===== src/rtl/serial_arithmetic_unit.sv =====
// rtl/serial_arithmetic_unit.sv - word-serial add/sub/inc/dec unit; optional zero/overflow flags under ARITH_STATUS_FLAGS_EN
module serial_arithmetic_unit #(
    parameter int N     = 4,
    parameter int WORDS = 4
) (
    input  logic               clk,
    input  logic               reset,
    input  logic               start,
    input  logic [N*WORDS-1:0] a,
    input  logic [N*WORDS-1:0] b,
    input  logic               carry_in,
    input  logic [1:0]         select,
    output logic               busy,
    output logic               done,
    output logic               carry_out,
    output logic [N*WORDS-1:0] result
`ifdef ARITH_STATUS_FLAGS_EN
    ,
    output logic               zero,
    output logic               overflow
`endif
);

    localparam int W     = N * WORDS;
    localparam int CNT_W = (WORDS > 1) ? $clog2(WORDS) : 1;
    localparam logic [CNT_W-1:0] LAST_WORD = CNT_W'(WORDS - 1);

    typedef enum logic [1:0] {
        S_IDLE = 2'd0,
        S_RUN  = 2'd1,
        S_DONE = 2'd2
    } state_t;

    state_t           state;
    state_t           state_next;
    logic [CNT_W-1:0] word_cnt;
    logic [W-1:0]     op_a;
    logic [W-1:0]     op_b;
    logic [W-1:0]     acc;
    logic             carry_q;

    logic             accept;
    logic             last_word;
    logic [W-1:0]     eff_b;
    logic             init_carry;
    logic [N:0]       word_sum;
    logic [W-1:0]     acc_next;

    // Start is honoured only when no operation is in flight
    always_comb begin
        accept    = start && ((state == S_IDLE) || (state == S_DONE));
        last_word = (word_cnt == LAST_WORD);
    end

    // Operand B modifier and carry seed derived from the operation code
    always_comb begin
        eff_b = b;
        case (select)
            2'b00:   eff_b = b;
            2'b01:   eff_b = ~b;
            2'b10:   eff_b = '0;
            default: eff_b = '1;
        endcase
        init_carry = (select[0] == select[1]) ? carry_in : 1'b1;
    end

    // One N-bit slice per cycle; the new word enters the accumulator from the top
    always_comb begin
        word_sum = {1'b0, op_a[N-1:0]} + {1'b0, op_b[N-1:0]} + {{N{1'b0}}, carry_q};
        acc_next = (acc >> N) | (W'(word_sum[N-1:0]) << (W - N));
    end

    // State register
    always_ff @(posedge clk or posedge reset) begin
        if (reset) begin
            state <= S_IDLE;
        end else begin
            state <= state_next;
        end
    end

    // Next-state logic
    always_comb begin
        state_next = state;
        case (state)
            S_IDLE:  state_next = start ? S_RUN : S_IDLE;
            S_RUN:   state_next = last_word ? S_DONE : S_RUN;
            S_DONE:  state_next = start ? S_RUN : S_IDLE;
            default: state_next = S_IDLE;
        endcase
    end

    // Status outputs decoded from state
    always_comb begin
        busy = (state == S_RUN);
        done = (state == S_DONE);
    end

    // Operand capture, serial datapath and result registers
    always_ff @(posedge clk or posedge reset) begin
        if (reset) begin
            op_a      <= '0;
            op_b      <= '0;
            acc       <= '0;
            carry_q   <= 1'b0;
            word_cnt  <= '0;
            result    <= '0;
            carry_out <= 1'b0;
        end else if (accept) begin
            op_a     <= a;
            op_b     <= eff_b;
            carry_q  <= init_carry;
            word_cnt <= '0;
        end else if (state == S_RUN) begin
            op_a     <= op_a >> N;
            op_b     <= op_b >> N;
            acc      <= acc_next;
            carry_q  <= word_sum[N];
            word_cnt <= word_cnt + 1'b1;
            if (last_word) begin
                result    <= acc_next;
                carry_out <= word_sum[N];
            end
        end
    end

`ifdef ARITH_STATUS_FLAGS_EN
    logic overflow_next;

    // Signed overflow: like-signed inputs producing an opposite-signed top bit
    always_comb begin
        overflow_next = (op_a[N-1] == op_b[N-1]) && (word_sum[N-1] != op_a[N-1]);
    end

    // Flags follow the result register, refreshed on the final word only
    always_ff @(posedge clk or posedge reset) begin
        if (reset) begin
            zero     <= 1'b0;
            overflow <= 1'b0;
        end else if (!accept && (state == S_RUN) && last_word) begin
            zero     <= (acc_next == '0);
            overflow <= overflow_next;
        end
    end
`endif

endmodule

===== config.mk =====
export PLATFORM = sky130hd
export DESIGN_NAME = serial_arithmetic_unit
export DESIGN_NICKNAME = d
export VERILOG_FILES = /design/src/rtl/serial_arithmetic_unit.sv
export SDC_FILE = /design/constraint.sdc
export NUM_CORES = 1
export LEC_CHECK = 0
export BUFFER_PORTS_ARGS = -buffer_cell sky130_fd_sc_hd__buf_2
export CORE_MARGIN = 2
export CORE_UTILIZATION = 45
export DETAILED_ROUTE_END_ITERATION = 6
export GPL_ROUTABILITY_DRIVEN = 1
export GPL_TIMING_DRIVEN = 1
export PLACE_DENSITY = 0.7
export SETUP_SLACK_MARGIN = 0.02
export SLEW_MARGIN = 20
export SYNTH_ARGS = -nofsm -noshare
export SYNTH_HDL_FRONTEND = slang
export SYNTH_SLANG_ARGS = --single-unit

===== constraint.sdc =====
create_clock -name clk -period 5.9 [get_ports clk]
set_input_delay 1.18 -clock clk [delete_from_list [all_inputs] [get_ports clk]]
set_output_delay 1.18 -clock clk [all_outputs]
set_load 0.005 [all_outputs]

* Word-level counts from Yosys, hierarchy flattened *
Index checks and enable logic that the tools add are counted.

storage, ports and cells
  logic and storage cells = 41
  output and inout port bits = 19
  flip-flop bits (word level) = 70
  input bits = 38

operators by class
  equality and inequality tests = 6
  bitwise gates (word level) = 3
  multiplexer cells = 13
  $add $sub $neg = 3
  reductions and logical operators = 8

operators by type and width
  operator               count
  $mux W16               4
  $pmux W16 S3           1
  $not A16 Y16           1
  $or A12 B16 Y16        1
  $eq A2 B2 Y1 const B   3
  $mux W2                3
  $add A4 B4 Y5          1
  $add A5 B1 Y5          1
  $eq A2 B1 Y1 const B   2
  $logic_not A2 Y1       2
  $mux W1                4
  $pmux W2 S2            1
  $reduce_and A3 Y1      1
  $add A2 B1 Y2 const B  1
  $reduce_and A2 Y1      1
  $reduce_bool A2 Y1     1
  $reduce_or A2 Y1       1
  $eq A1 B1 Y1           1
  $logic_and A1 B1 Y1    1
  $logic_or A1 B1 Y1     1
  $not A1 Y1             1

* Depth between registers and ports, before layout *
  depth in word-level cells = 5
  depth in mapped cells = 7
  gate-level depth less buffers = 7

* Worst setup path before layout *
OpenSTA, ideal clock, no wires.

  path type = flip-flop to output port
  from = reg state[1]
  to = out busy
  arrival time = 0.984 ns
  required time = 4.720 ns
  slack = 3.736 ns
  cell stages (with the launch flop) = 5
  path buffers = 2
  cell sequence = dfrtp_1 nand2b_1 clkinv_2 buf_4 buf_2

between the ends
  word-level cells in the longest chain between the ends = 1

ends and longest elaborated chain
  element                 line  text
  from (decl)             34    state_t state;
  from (signal assigned)  78    state <= state_next;
  $eq A2 B1 Y1            95    busy = (state == S_RUN);
  to (decl)               13    output logic busy,

No other way between the ends.

* Worst setup path in the final report *
  from = reg state[0]
  to = out busy

Same word-level chain as after synthesis.

==> metrics <==
initial antenna violation count 0; CTS clk-pin slew, worst paths 0.07 ns; clock power share 0.215; Total Wirelength 5790 µm; Critical Path RT 4.72 ns; Worst Skew 0.0110 ns; post-cts sizing count 0; fin crit period 2.78 ns; Synth area leaders dfrtp_1 (55%), mux2i_1 (9.0%), nand2_1 (7.2%), a22oi_1 (5.5%), mux2_4 (5.5%); register area share after synthesis 0.548; first-pass GRT wire length 9380 µm; clock tree from TritonCTS yes; Max clock buf depth 2; post-synth top area share 0.548; largest net degree at the start of global routing 67; GRT Total Usage 0.163; dpl cell area 0.00332 mm²; Finished Layout Cells 397; routability cong. 0.744; Setup Fix Bufs, Post-CTS 0; Syn Area/Cell 11.5 µm²; syn_nets 309; asr flop ratio synth 1.00; Final Instance Area 0.00355 mm²; 1st-pass router iterations 7; register bit total from synthesis 66; logic gate share of total power 0.383; Post-synth top flop dfrtp_1; DRT antenna net count 0; mux share of post-synthesis cell area 0.152; largest family of logic cells by synthesized area multiplexers; share of layout cells above drive strength 1 0.288; run status finished, violations left; vias in the first global route 1994; mapped cell area 0.00301 mm²; Final Power 1.99 mW; setup ws final 3.12 ns; top cells by count, synth dfrtp_1 (66), nand2_1 (58), mux2i_1 (27); CTS buffer count 9; dpl ws 3.21 ns; Fillers 554; hold path startpoint op_a[7]$_DFFE_PP0P_; post-synth cell types 29; Die Area 0.00737 mm²; critical path data arrival time 1.60 ns; Via density 5.30; simple-gate share of the synthesized area 0.0930; Iter 0 DRT Violations 62; post-synthesis compound-gate area fraction 0.117; PD cells 562 mW/mm²; Slew @ Worst Pin 1.03 ns; DP HPWL 3780 µm; RSZ-0062 raised after global routing no; Die H 85.8 µm; crit-path max cell delay 0.42 ns; P_leak 1.89 nW; Critical Path Slowest Stage Cell dfrtp_1; GR Overflow Total 0; IR drop worst, VDD 0.271 mV; setup violators final 0; Final Max Tran Viols 0; Crit Path Class flip-flop to primary output; final core utilization 0.552; Worst R2R Start state[0]$_DFF_PP0_; starting density of the core 0.469; Area Overhead vs Synth 17.7%; Max-slew headroom 0.312; Flop pwr share 0.402; synth warn 0; crit path cell chain nand2b_1 > clkinv_2 > buf_2; Synth area leader dfrtp_1; PortBufs 56; CTS Hold Bufs 0; Post-Place Cells 381; most common cell in the netlist dfrtp_1; I/O pin count 57; worst hold slack 0.479 ns; clock tree sinks 66; CP Capture Type primary output; Cell Int Power 1.29 mW; crit start category flip-flop; DR WL/cell 14.6 µm; number of synthesized flops with an enable pin 0; Nets 362; Hold Crit Class flip-flop to flip-flop; core area 0.00642 mm²; Max Fclk 360 MHz; Die X-Extent 85.8 µm; failing checks design-rule violations; max_cap viols 0; Synth Area in XOR/XNOR 0.00581; Mapped Cells 262; standard-cell rows 29; DRC violations left 4; Synth Area in Adders 0.0423; Ant. Diodes 0; setup TNS 0 ns; Clock Latency Late Sink 0.34 ns; fin crit share 0.471; Sw Ratio 0.354; vias post-DR 2103; critical path launch point state[0]$_DFF_PP0_; Psw 707 µW; H-tree depth 3; Critical Path Fanout Max 31; final-report hold violation count 0; clock root buffer master clkbuf_8
==> power by group through the flow <==
stage	sequential, mW	combinational, mW	clock (mW)
after floorplan	0.778	0.598	0
after global placement	0.800	0.746	0
after detailed placement	0.807	0.770	0
after CTS	0.800	0.774	0.438
after global routing	0.827	0.859	0.458
final	0.802	0.764	0.429
==> layer usage <==
layer	wire, µm	up-vias	share of wire	global-route usage
met4	104	0	0.018	0.0649
met5	0	-	0	0
met1	2680	1006	0.46	0.213
li1	-	1013	-	-
met3	324	12	0.056	0.0577
met2	2670	72	0.46	0.250
==> worst max-delay path, delay by kind of cell, from the launching register on <==
family	cells	cell delay [ns]
buf+inv	2	0.71
flops	1	0.42
simple gates	1	0.13
==> sequential cells by signal, summed over array words and instances, names as in the netlist <==
signal and count:
op_a 16, op_b 16, result 16, acc 12
state 2, word_cnt 2, carry_out 1, carry_q 1
==> cell type report <==
| cell class | count | area [µm²] | area share |
|---|---|---|---|
| Sequential cell | 66 | 1650 | 0.466 |
| Multi-Input combinational cell | 171 | 1240 | 0.350 |
| Timing Repair Buffer | 58 | 295 | 0.0832 |
| Clock buffer | 12 | 155 | 0.0437 |
| Tap cell | 77 | 96.3 | 0.0272 |
| Clock inverter | 4 | 73.8 | 0.0208 |
| Inverter | 9 | 35.0 | 0.00988 |
==> cell families (layout without fill, tap and decap cells) <==
group | after synthesis | after routing
XOR/XNOR | 2 | 2
flip-flops | 66 | 66
multiplexers | 40 | 40
buffers and inverters | 25 | 83
adder cells (fa/ha/maj) | 9 | 9
AND/OR/NAND/NOR | 67 | 67
AO/OA/AOI/OAI | 53 | 53
==> final timing paths <==
path,endpoint,slack (ns),depth (start not counted)
worst max-delay path,busy,3.12,3
worst min-delay path,op_a[7]$_DFFE_PP0P_,0.48,2
worst max register to register,result[11]$_DFFE_PP0P_,3.98,4
worst min register to register,op_a[7]$_DFFE_PP0P_,0.48,2
max in group asynchronous,op_a[9]$_DFFE_PP0P_,4.29,3
min in group asynchronous,acc[11]$_DFFE_PP0P_,1.09,3
==> cell usage in the layout, fill, tap and decap left out, drive strengths merged <==
cell	n
a211oi	1
a21o	2
a21oi	7
a221o	1
a22o	5
a22oi	22
buf	58
bufinv	2
clkbuf	12
clkinv	3
dfrtp	66
fa	2
ha	7
inv	8
mux2	13
mux2i	27
nand2	59
nand2b	2
nor2	3
nor2b	2
nor3	1
o211ai	1
o21ai	14
xor2	2
Note: power is estimated with default switching activity, not from simulation.
